`src/rtl/mac_seq_pkg.sv`:
```
// Shared types and constants for the dot-product sequencer in front of the 8x8->16 MAC.
package mac_seq_pkg;

  localparam int OP_W  = 8;
  localparam int ACC_W = 16;

  localparam logic [ACC_W-1:0] SAT_POS = 16'h7FFF;
  localparam logic [ACC_W-1:0] SAT_NEG = 16'h8000;

  typedef enum logic [2:0] {
    IDLE,
    CLEAR,
    ACCUM,
    DRAIN,
    DONE
  } state_t;

endpackage

```
`src/rtl/mac_dot_seq_if.sv`:
```
// Job control, operand stream, MAC hookup and result port of mac_dot_seq.
interface mac_dot_seq_if import mac_seq_pkg::*; #(
  parameter int LEN_W = 8
) ();

  logic              start;
  logic [LEN_W-1:0]  len;
  logic              op_vld;
  logic [OP_W-1:0]   op_a;
  logic [OP_W-1:0]   op_b;
  logic              op_rdy;
  logic [OP_W-1:0]   mac_a;
  logic [OP_W-1:0]   mac_b;
  logic              mac_clr_n;
  logic [ACC_W-1:0]  mac_acc;
  logic              mac_of;
  logic              mac_uf;
  logic              res_vld;
  logic [ACC_W-1:0]  res;
  logic              res_of;
  logic              res_uf;
  logic              res_rdy;
  logic              busy;

  modport slave (
    input  start, len, op_vld, op_a, op_b, mac_acc, mac_of, mac_uf, res_rdy,
    output op_rdy, mac_a, mac_b, mac_clr_n, res_vld, res, res_of, res_uf, busy
  );

  modport master (
    output start, len, op_vld, op_a, op_b, mac_acc, mac_of, mac_uf, res_rdy,
    input  op_rdy, mac_a, mac_b, mac_clr_n, res_vld, res, res_of, res_uf, busy
  );

endinterface

```
`src/rtl/mac_op_fifo.sv`:
```
// Synchronous {a,b} operand-pair FIFO; head is visible combinationally, no empty bypass.
module mac_op_fifo import mac_seq_pkg::*; #(
  parameter int DEPTH = 4,
  parameter int W     = 2 * OP_W
) (
  input  logic         clk,
  input  logic         rst_n,
  input  logic         push,
  input  logic         pop,
  input  logic [W-1:0] din,
  output logic [W-1:0] dout,
  output logic         full,
  output logic         empty
);

  localparam int AW = $clog2(DEPTH);

  logic [W-1:0] mem [DEPTH];
  logic [AW:0]  wr_ptr;
  logic [AW:0]  rd_ptr;
  logic         do_push;
  logic         do_pop;

  assign do_push = push & ~full;
  assign do_pop  = pop & ~empty;

  // Extra pointer MSB distinguishes full from empty when the indices match.
  assign empty = (wr_ptr == rd_ptr);
  assign full  = (wr_ptr[AW] != rd_ptr[AW]) && (wr_ptr[AW-1:0] == rd_ptr[AW-1:0]);
  assign dout  = mem[rd_ptr[AW-1:0]];

  always_ff @(posedge clk or negedge rst_n) begin
    if (!rst_n) begin
      wr_ptr <= '0;
      rd_ptr <= '0;
    end else begin
      if (do_push) wr_ptr <= wr_ptr + 1'b1;
      if (do_pop)  rd_ptr <= rd_ptr + 1'b1;
    end
  end

  always_ff @(posedge clk) begin
    if (do_push) mem[wr_ptr[AW-1:0]] <= din;
  end

endmodule

```
`src/rtl/mac_dot_seq.sv`:
```
// Dot-product sequencer: clears the MAC, streams len operand pairs, captures the sum.
// Build option MAC_SAT_EN saturates the captured result using the sticky flags.
module mac_dot_seq import mac_seq_pkg::*; #(
  parameter int LEN_W      = 8,
  parameter int FIFO_DEPTH = 4
) (
  input logic           clk,
  input logic           rst_n,
  mac_dot_seq_if.slave  bus
);

  state_t                   state;
  state_t                   state_nxt;
  logic [LEN_W-1:0]         len_q;
  logic [LEN_W-1:0]         cnt;
  logic [2*OP_W-1:0]        head;
  logic                     full;
  logic                     empty;
  logic                     push;
  logic                     issue;
  logic                     last;
  logic                     issue_p1;
  logic                     of_q;
  logic                     uf_q;
  logic signed [ACC_W-1:0]  res_q;
  logic [OP_W-1:0]          a_c;
  logic [OP_W-1:0]          b_c;
  logic                     clr_n_c;
  logic                     job_start;

`ifdef MAC_SAT_EN
  logic of_fin;
  logic uf_fin;

  function automatic logic signed [ACC_W-1:0] sat_res(
    input logic                    of,
    input logic                    uf,
    input logic signed [ACC_W-1:0] acc
  );
    if (of)      return $signed(SAT_POS);
    else if (uf) return $signed(SAT_NEG);
    else         return acc;
  endfunction

  assign of_fin = of_q | (issue_p1 & bus.mac_of);
  assign uf_fin = uf_q | (issue_p1 & bus.mac_uf);
`endif

  assign push      = bus.op_vld & ~full;
  assign issue     = (state == ACCUM) & ~empty;
  assign last      = issue & (cnt == len_q - 1'b1);
  assign job_start = (state == IDLE) & bus.start;

  mac_op_fifo #(
    .DEPTH (FIFO_DEPTH)
  ) u_fifo (
    .clk   (clk),
    .rst_n (rst_n),
    .push  (push),
    .pop   (issue),
    .din   ({bus.op_a, bus.op_b}),
    .dout  (head),
    .full  (full),
    .empty (empty)
  );

  always_comb begin
    state_nxt = state;
    a_c       = '0;
    b_c       = '0;
    clr_n_c   = 1'b1;
    case (state)
      IDLE:  if (bus.start) state_nxt = (bus.len == '0) ? DONE : CLEAR;
      CLEAR: begin
        clr_n_c   = 1'b0;
        state_nxt = ACCUM;
      end
      ACCUM: begin
        // An empty FIFO issues a zero bubble so the MAC holds its sum.
        if (issue) begin
          a_c = head[2*OP_W-1:OP_W];
          b_c = head[OP_W-1:0];
        end
        if (last) state_nxt = DRAIN;
      end
      DRAIN: state_nxt = DONE;
      DONE:  if (bus.res_rdy) state_nxt = IDLE;
      default: state_nxt = IDLE;
    endcase
  end

  // Stage p1: MAC flags arrive one cycle after the term that caused them.
  always_ff @(posedge clk or negedge rst_n) begin
    if (!rst_n) begin
      state    <= IDLE;
      len_q    <= '0;
      cnt      <= '0;
      issue_p1 <= 1'b0;
      of_q     <= 1'b0;
      uf_q     <= 1'b0;
      res_q    <= '0;
    end else begin
      state    <= state_nxt;
      issue_p1 <= issue;
      if (job_start) len_q <= bus.len;
      if (state == CLEAR)  cnt <= '0;
      else if (issue)      cnt <= cnt + 1'b1;
      if (job_start || state == CLEAR) begin
        of_q <= 1'b0;
        uf_q <= 1'b0;
      end else if (issue_p1) begin
        of_q <= of_q | bus.mac_of;
        uf_q <= uf_q | bus.mac_uf;
      end
      if (job_start) begin
        res_q <= '0;
      end else if (state == DRAIN) begin
`ifdef MAC_SAT_EN
        res_q <= sat_res(of_fin, uf_fin, bus.mac_acc);
`else
        res_q <= bus.mac_acc;
`endif
      end
    end
  end

  assign bus.op_rdy    = ~full;
  assign bus.mac_a     = a_c;
  assign bus.mac_b     = b_c;
  assign bus.mac_clr_n = clr_n_c;
  assign bus.res_vld   = (state == DONE);
  assign bus.res       = res_q;
  assign bus.res_of    = of_q;
  assign bus.res_uf    = uf_q;
  assign bus.busy      = (state != IDLE);

endmodule
```
`src/flat_wrapper.sv`:
```
// flat-port wrapper written by rule: the top's interface ports become plain ports
module mac_dot_seq_flat import mac_seq_pkg::*;
#(
  parameter int LEN_W      = 8,
  parameter int FIFO_DEPTH = 4
)
  (clk, rst_n, bus_start, bus_len, bus_op_vld, bus_op_a, bus_op_b, bus_mac_acc, bus_mac_of, bus_mac_uf, bus_res_rdy, bus_op_rdy, bus_mac_a, bus_mac_b, bus_mac_clr_n, bus_res_vld, bus_res, bus_res_of, bus_res_uf, bus_busy);
  mac_dot_seq_if #(.LEN_W(LEN_W)) bus_i ();
  input logic clk;
  input logic rst_n;
  input wire logic [$bits(bus_i.start)-1:0] bus_start;
  input wire logic [$bits(bus_i.len)-1:0] bus_len;
  input wire logic [$bits(bus_i.op_vld)-1:0] bus_op_vld;
  input wire logic [$bits(bus_i.op_a)-1:0] bus_op_a;
  input wire logic [$bits(bus_i.op_b)-1:0] bus_op_b;
  input wire logic [$bits(bus_i.mac_acc)-1:0] bus_mac_acc;
  input wire logic [$bits(bus_i.mac_of)-1:0] bus_mac_of;
  input wire logic [$bits(bus_i.mac_uf)-1:0] bus_mac_uf;
  input wire logic [$bits(bus_i.res_rdy)-1:0] bus_res_rdy;
  output wire logic [$bits(bus_i.op_rdy)-1:0] bus_op_rdy;
  output wire logic [$bits(bus_i.mac_a)-1:0] bus_mac_a;
  output wire logic [$bits(bus_i.mac_b)-1:0] bus_mac_b;
  output wire logic [$bits(bus_i.mac_clr_n)-1:0] bus_mac_clr_n;
  output wire logic [$bits(bus_i.res_vld)-1:0] bus_res_vld;
  output wire logic [$bits(bus_i.res)-1:0] bus_res;
  output wire logic [$bits(bus_i.res_of)-1:0] bus_res_of;
  output wire logic [$bits(bus_i.res_uf)-1:0] bus_res_uf;
  output wire logic [$bits(bus_i.busy)-1:0] bus_busy;
  assign bus_i.start = bus_start;
  assign bus_i.len = bus_len;
  assign bus_i.op_vld = bus_op_vld;
  assign bus_i.op_a = bus_op_a;
  assign bus_i.op_b = bus_op_b;
  assign bus_i.mac_acc = bus_mac_acc;
  assign bus_i.mac_of = bus_mac_of;
  assign bus_i.mac_uf = bus_mac_uf;
  assign bus_i.res_rdy = bus_res_rdy;
  assign bus_op_rdy = bus_i.op_rdy;
  assign bus_mac_a = bus_i.mac_a;
  assign bus_mac_b = bus_i.mac_b;
  assign bus_mac_clr_n = bus_i.mac_clr_n;
  assign bus_res_vld = bus_i.res_vld;
  assign bus_res = bus_i.res;
  assign bus_res_of = bus_i.res_of;
  assign bus_res_uf = bus_i.res_uf;
  assign bus_busy = bus_i.busy;
  mac_dot_seq #(.LEN_W(LEN_W), .FIFO_DEPTH(FIFO_DEPTH)) u_core (.clk(clk), .rst_n(rst_n), .bus(bus_i));
endmodule
```
`config.mk`:
```
export PLATFORM = sky130hd
export DESIGN_NAME = mac_dot_seq_flat
export DESIGN_NICKNAME = d
export VERILOG_FILES = /design/src/rtl/mac_seq_pkg.sv /design/src/rtl/mac_dot_seq_if.sv /design/src/rtl/mac_op_fifo.sv /design/src/rtl/mac_dot_seq.sv /design/src/flat_wrapper.sv
export SDC_FILE = /design/constraint.sdc
export NUM_CORES = 1
export LEC_CHECK = 0
export CORE_AREA = 2 2 106 108
export CTS_CLUSTER_SIZE = 30
export DETAILED_ROUTE_END_ITERATION = 7
export DIE_AREA = 0 0 108 110
export PLACE_DENSITY = 0.84
export SETUP_SLACK_MARGIN = 0.2
export SLEW_MARGIN = 20
export SYNTH_ARGS = -nofsm -noshare
export SYNTH_HDL_FRONTEND = slang
export SYNTH_HIERARCHICAL = 1
export SYNTH_SLANG_ARGS = --single-unit
```
`constraint.sdc`:
```
create_clock -name clk -period 2.4 [get_ports clk]
set_input_delay 0.72 -clock clk [delete_from_list [all_inputs] [get_ports clk]]
set_output_delay 0.72 -clock clk [all_outputs]
set_load 0.01 [all_outputs]
```
Word level (Yosys, flattened, before mapping)
Memory sizes are Yosys's and may differ from the RTL's.
Index checks and enable logic that the tools add are counted.
W data, S select, Z words.
{ "classes": {"add_sub_neg": 4, "n_eq_ne": 11, "muxes": 20, "bitwise": 10, "reduce_logical": 9} }
{ "ops": {"columns": ["cell", "count"], "rows": [
  ["$mux W8", 6],
  ["$mux W16", 2],
  ["$pmux W3 S5", 1],
  ["$mux W3", 4],
  ["$add A8 B1 Y8 const B", 1],
  ["$eq A8 B8 Y1", 1],
  ["$logic_not A8 Y1", 1],
  ["$sub A8 B1 Y8 const B", 1],
  ["$mux W1", 7],
  ["$add A3 B1 Y3 const B", 2],
  ["$and A1 B1 Y1", 6],
  ["$eq A3 B2 Y1 const B", 2],
  ["$reduce_bool A2 Y1", 3],
  ["$ne A2 B2 Y1 const B", 2],
  ["$eq A3 B1 Y1 const B", 1],
  ["$eq A3 B3 Y1", 1],
  ["$eq A3 B3 Y1 const B", 1],
  ["$logic_not A3 Y1", 1],
  ["$reduce_and A3 Y1", 1],
  ["$reduce_bool A3 Y1", 1],
  ["$eq A2 B2 Y1", 1],
  ["$ne A2 B1 Y1 const B", 1],
  ["$not A1 Y1", 2],
  ["$or A1 B1 Y1", 2],
  ["other kinds (3)", 3]
]} }
{ "word_totals": {"regBits": 44, "ram_bits": 64, "mem_count": 1} }
{ "memory_table": {"columns": ["name", "depth", "width", "rd", "rd_ports_with_merged_regs", "write_ports", "line", "rtl"], "rows": [
  ["u_core.u_fifo.mem", 4, 16, 1, 0, 1, "mac_op_fifo.sv:18", "logic [W-1:0] mem [DEPTH];"]
]} }

Logic depth before layout (Yosys ltp)
{ "logic_depth": {"word_depth": 7, "ltp_mapped": 8} }

Modules after synthesis
The synthesis kept the hierarchy.
{ "modules_own_cells": {"columns": ["module", "instances", "cells_each", "area_per_inst_um2", "seq_area_each_um2"], "rows": [
  ["mac_op_fifo", 1, 132, 2822.7, 2072.0],
  ["mac_dot_seq", 1, 212, 1994.4, 950.9]
]} }

Least setup slack after synthesis
Ideal clock, no wire load.
{ "synth_path": {"path_kind": "flip-flop to output port", "from": "reg u_core.u_fifo.rd_ptr[2]", "to": "out bus_mac_a[5]", "arrival_ps": 1750, "slack_ps": -70, "stages_incl_launch_ff": 6, "n_path_buf": 1, "path_cell_list": "dfrtp_1 xor2_2 nor3_1 nor4b_4 clkbuf_1 and2_1"} }
{ "synth_via": {"elab_chain_len": 5} }
{ "synth_lines": {"columns": ["element", "line", "rtl"], "rows": [
  ["from (decl)", "mac_op_fifo.sv:20", "logic [AW:0] rd_ptr;"],
  ["from (signal assigned)", "mac_op_fifo.sv:38", "if (do_pop) rd_ptr <= rd_ptr + 1'b1;"],
  ["$eq A3 B3 Y1", "mac_op_fifo.sv:28", "assign empty = (wr_ptr == rd_ptr);"],
  ["net u_core.empty", "mac_dot_seq.sv:18", "logic empty;"],
  ["$not A1 Y1", "mac_dot_seq.sv:50", "assign issue = (state == ACCUM) & ~empty;"],
  ["$and A1 B1 Y1", "mac_dot_seq.sv:50", null],
  ["net u_core.issue", "mac_dot_seq.sv:20", "logic issue;"],
  ["$mux W8", "mac_dot_seq.sv:80", "if (issue) begin"],
  ["$mux W8", "mac_dot_seq.sv:72", "case (state)"],
  ["to (decl)", "flat_wrapper.sv:21", "output wire logic [$bits(bus_i.mac_a)-1:0] bus_mac_a;"]
]} }
The timed path passes the listed nets, and every way through them passes these cells.

Worst setup path after layout
{ "layout_path": {"from": "reg u_core.u_fifo.rd_ptr[1]", "to": "out bus_mac_a[0]"} }
{ "layout_via": {"elab_chain_len": 5} }
{ "layout_lines": {"columns": ["element", "line"], "rows": [
  ["$eq A3 B3 Y1", "mac_op_fifo.sv:28"],
  ["net u_core.empty", "mac_dot_seq.sv:18"],
  ["$not A1 Y1", "mac_dot_seq.sv:50"],
  ["$and A1 B1 Y1", "mac_dot_seq.sv:50"],
  ["$mux W8", "mac_dot_seq.sv:80"],
  ["$mux W8", "mac_dot_seq.sv:72"]
]} }
The timed path passes the listed nets, and every way through them passes these cells.

==> results.md <==
- The met1 usage in global routing is 23.1%.
- The reg2reg setup slack is 0.20 ns.
- The number of register bits inferred by synthesis is 108.
- The later pin in the worst-skew pair is clocked with a latency of 0.37 ns.
- The detailed-router iteration count before antenna repair is 4.
- The floorplan step defined a core boundary enclosing 0.0107 mm^2.
- The family of cells with the greatest summed delay on the critical path is buffers and inverters.
- The post-placement setup slack is -0.278 ns.
- During placement, the flow inserted port buffers numbering 84.
- The switching share of power is 35.2%.
- The row count is 38.
- The floorplan step defined a die boundary enclosing 0.0119 mm^2.
- The final reports fail on negative setup slack.
- On the worst path, the slowest cell contributes a delay of 0.42 ns.
- The maximum number of pins on one net before global-route repair is 25.
- The global-route layer with the greatest usage is met2.
- The multi-input gate area in the final layout is 0.00181 mm^2.
- STA classifies the critical path startpoint as a register.
- Setup violations remaining at the end of the flow were counted as 16.
- The number of antenna violations at the first check in global routing is 0.
- Together, buffers and inverters on the worst path number 5.
- The number of global-route vias before repair is 3322.
- The net switching power is 3.10 mW.
- The sequential fraction of design power is 33.5%.
- The cell type contributing the most total cell area after synthesis is sky130_fd_sc_hd__edfxtp_1.
- The critical path is of the reg -> out type.
- The clock transition time at the flip-flop clock pins of the worst setup and hold paths is 0.10 ns.
- The mean instance size in the synthesized netlist is 14.0 um^2.
- The class of the tightest hold or removal check is in -> async.
- The final core area utilization is 62.0%.
- The total via count in the routed design is 3232.
- The global-route wire length before repair is 16.5 mm.
- After detailed routing, the average wire length per cell comes to 17.0 um.
- The async set or reset register ratio after synthesis is 40.7%.
- VDD sags by at most 0.657 mV.
- The portion of synthesized cell area occupied by the leading cell type is 39.9%.
- The leakage power summed over all cells is 2.55 nW.
- The clock passes through at most 2 buffers.
- The detailed-route DRC error count is 0.
- The maximum fanout along the worst path is 2.
- Setup repair after global routing could not meet its margin everywhere.
- The primary flip-flop cell chosen by synthesis mapping is sky130_fd_sc_hd__edfxtp_1.
- Relative to the synthesized area, the layout overhead comes to 37.7%.
- The sequential-to-total area share from yosys stat is 62.8%.
- The tool flagged a number of max-cap violations equal to 0.
- The endpoint class of the critical path is an output pin.
- The half-perimeter wire length after detailed placement is 6.97 mm.
- The data arrival time of the worst path is 2.04 ns.
- The number of enable flip-flop cells after synthesis is 64.
- The first routing iteration left 158 violations.
- The share of the cycle needed by the critical path after routing is 115%.
- The met2 track demand over resource is 32.2%.
- The share of total power dissipated in combinational logic is 55.0%.
- The worst setup margin is -0.365 ns.
- The aggregate global routing overflow is 0.
- In this run the power density over the cells is 1330 mW/mm^2.
- The worst path in the final design needs a cycle of 2.76 ns, including I/O delays and setup.
- The ratio of cells with drive above 1 in the final layout is 31.4%.
- The clock net sink count is 108.
- TritonCTS built the clock tree.
- The number of hold violations in the final report came to 0.
- Summing every instance area after synthesis gives 0.00482 mm^2.
- Derived from the worst setup path, the maximum achievable clock frequency is 362 MHz.
- The internal power of the cells totals 5.70 mW.
- The tightest hold path in the finished design has a slack of 0.340 ns.
- The clock network burns 11.4% of the power.
- In this design, the critical path's most frequently occurring cell is sky130_fd_sc_hd__buf_6.
- The flow ran to the end, but the final reports show violations.
- For the pin with the worst max-slew slack, the measured transition is 0.640 ns.
- After technology mapping, the gate count stands at 344.
- For this block, the routed nets add up to 10.5 mm of wire.
- The global router's overall resource usage is 18.6%.
- The count of nets after finishing is 526.
- The cell sitting at the root of the clock tree is a sky130_fd_sc_hd__clkbuf_8.
- For this design the top-level I/O count stands at 85.
- The weighted congestion at the end of routability-driven global placement is 0.793.
- Counting the buffers created by CTS gives 9.
- The remaining antenna violation count after routing is 0.
- The total number of yosys warnings is 6.
- The via density per instance is 5.24.
- The width of the chip is 108 um.
- The count of different cell masters after synthesis is 49.
- The post-route clock skew is 0.0111 ns.
- In the post-synthesis netlist, the biggest area contributors are sky130_fd_sc_hd__edfxtp_1 40%, sky130_fd_sc_hd__dfrtp_1 23%, sky130_fd_sc_hd__mux4_2 7.5%, sky130_fd_sc_hd__nand2_1 3.2%, sky130_fd_sc_hd__a21oi_1 2.7%.
- The filler cells instantiated in the layout total 792.
- The combined flip-flop and latch cell area is 0.00303 mm^2.
- For this configuration, the core starts out at a cell density of 45.0%.
- The cell at the slowest stage of the critical path is sky130_fd_sc_hd__dfrtp_1.
- The final max-slew violation count was 0.
- Walking the worst path, the cells encountered are xor2_2, nor3_4, nor4b_4, buf_4, buf_16, buf_6, buf_6, and2_4, buf_6.
- The worst pin sits at a relative slew slack of 57.2%.
- The number of nets in the synthesized netlist is 398.
- The H-tree depth reported by CTS is 3.
- Global routing consumed, on the met3 layer, 3.23% of the routing resources.
- The number of antenna diodes in the final layout is 0.
- The required time of the critical path is 1.68 ns.
- The vertical extent of the die is 110 um.
[synthesized netlist by cell type, types with 2 or more instances]
master                     number
sky130_fd_sc_hd__a21oi_1       26
sky130_fd_sc_hd__a31oi_1        2
sky130_fd_sc_hd__and2_1        17
sky130_fd_sc_hd__and3_1         4
sky130_fd_sc_hd__buf_2          9
sky130_fd_sc_hd__buf_4          2
sky130_fd_sc_hd__buf_6          2
sky130_fd_sc_hd__clkbuf_1       4
sky130_fd_sc_hd__dfrtp_1       44
sky130_fd_sc_hd__edfxtp_1      64
sky130_fd_sc_hd__ha_1           7
sky130_fd_sc_hd__inv_1          9
sky130_fd_sc_hd__mux2_2         6
sky130_fd_sc_hd__mux4_2        16
sky130_fd_sc_hd__nand2_1       41
sky130_fd_sc_hd__nand2b_1       4
sky130_fd_sc_hd__nand3_1        3
sky130_fd_sc_hd__nand3b_1       2
sky130_fd_sc_hd__nand4_1        4
sky130_fd_sc_hd__nor2_1        13
sky130_fd_sc_hd__nor2b_1        3
sky130_fd_sc_hd__nor3_1         4
sky130_fd_sc_hd__nor3b_1        2
sky130_fd_sc_hd__nor4_1         4
sky130_fd_sc_hd__o21ai_0        2
sky130_fd_sc_hd__o31ai_1        5
sky130_fd_sc_hd__xnor2_1       12
sky130_fd_sc_hd__xor2_1        11
sky130_fd_sc_hd__xor2_2         2
[worst paths after layout]
| path | from | to | cells past startpoint |
|---|---|---|---|
| setup / recovery | u_core/u_fifo/rd_ptr[1] | bus_mac_a[0] | 9 |
| max in group asynchronous | rst_n | u_core/bus.res[3] | 2 |
| min in group clk | u_core/bus.res[14] | u_core/bus.res[14] | 2 |
| setup reg to reg | u_core/u_fifo/rd_ptr[1] | u_core/cnt[7] | 12 |
| hold reg to reg | u_core/bus.res[14] | u_core/bus.res[14] | 2 |
| hold / removal | rst_n | u_core/len_q[3] | 1 |
[timing repair]
item	CTS	global route
endpoints found under the setup margin	20	22
pin swaps	6	8
resized for setup	105	28
setup buffers	11	7
hold buffers	0	0
cloned	3	0
[worst reg2reg max path, delay by kind of cell (launching register included)]
family	cells	cell delay (ns)
buffers and inverters	5	0.53
AND/OR/NAND/NOR	5	0.76
flip-flops	1	0.42
XOR/XNOR	2	0.42
[metrics by stage]
step	instances	power, mW	instance area [um^2]	setup TNS (ns)
CTS	610	8.61	6510	-4.93
global placement	580	6.83	6110	-3.65
detailed placement	580	6.98	6110	-4.25
floorplan	344	5.29	4900	0
global route	617	9.34	6630	-6.66
finish	617	8.81	6630	-5.01
[power by group through the flow]
stage | sequential [mW] | combinational [mW] | clock, mW
2_1_floorplan | 3.00 | 2.30 | 0
6_report | 2.95 | 4.84 | 1.01
3_5_place_dp | 2.97 | 4.00 | 0
5_1_grt | 3.02 | 5.21 | 1.12
3_3_place_gp | 2.93 | 3.90 | 0
4_1_cts | 2.94 | 4.62 | 1.05
[layout make-up]
| cell class | instances | share of cell area [%] |
|---|---|---|
| Clock buffer | 11 | 1.98 |
| Clock inverter | 5 | 0.679 |
| Inverter | 9 | 0.509 |
| Multi-Input combinational cell | 210 | 27.3 |
| Sequential cell | 108 | 45.6 |
| Tap cell | 140 | 2.64 |
| Timing Repair Buffer | 134 | 21.3 |
[flip-flops by register name (all words and copies together), names as in the netlist]
register / flops
u_core/bus.res_uf: 1
u_core/u_fifo/mem: 64
u_core/bus.res_of: 1
u_core/issue_p1: 1
u_core/u_fifo/wr_ptr: 3
u_core/bus.res: 16
u_core/u_fifo/rd_ptr: 3
u_core/cnt: 8
u_core/len_q: 8
u_core/state: 3
[cells in the final DEF (no fill, tap or decap), types with 3 or more instances in the layout]
cell,Yosys,final
sky130_fd_sc_hd__a21oi_1,26,26
sky130_fd_sc_hd__and2_4,0,16
sky130_fd_sc_hd__and3_1,4,4
sky130_fd_sc_hd__buf_12,0,8
sky130_fd_sc_hd__buf_2,9,4
sky130_fd_sc_hd__buf_4,2,26
sky130_fd_sc_hd__buf_6,2,31
sky130_fd_sc_hd__clkbuf_8,0,9
sky130_fd_sc_hd__clkdlybuf4s50_1,0,63
sky130_fd_sc_hd__dfrtp_1,44,40
sky130_fd_sc_hd__dfrtp_2,0,4
sky130_fd_sc_hd__edfxtp_1,64,64
sky130_fd_sc_hd__ha_1,7,7
sky130_fd_sc_hd__inv_1,9,8
sky130_fd_sc_hd__mux2_2,6,6
sky130_fd_sc_hd__mux4_2,16,16
sky130_fd_sc_hd__nand2_1,41,41
sky130_fd_sc_hd__nand2b_1,4,4
sky130_fd_sc_hd__nand3_2,1,3
sky130_fd_sc_hd__nand4_1,4,4
sky130_fd_sc_hd__nor2_1,13,12
sky130_fd_sc_hd__nor2b_1,3,3
sky130_fd_sc_hd__nor3_1,4,3
sky130_fd_sc_hd__nor4_1,4,4
sky130_fd_sc_hd__o31ai_1,5,5
sky130_fd_sc_hd__xnor2_1,12,11
sky130_fd_sc_hd__xor2_1,11,10
[per-layer routing]
layer	share of wire, %	vias to the layer above
li1	-	1506
met1	42	1599
met2	51	111
met3	5.2	16
met4	2.2	0
met5	0	-
[kinds of logic (layout without fill, tap and decap cells)]
| family | count (synthesis) | in the layout | share of synthesized area (%) |
|---|---|---|---|
| AOI/OAI and AO/OA | 45 | 45 | 6.26 |
| and+or+nand+nor | 109 | 109 | 12.2 |
| muxes | 23 | 23 | 9.09 |
| buffers and inverters | 26 | 159 | 2.73 |
| adders and majority gates | 7 | 7 | 1.82 |
| DFF | 108 | 108 | 62.8 |
| xor gates and xnor gates | 26 | 26 | 5.19 |
Power figures use the tool's default switching activity.
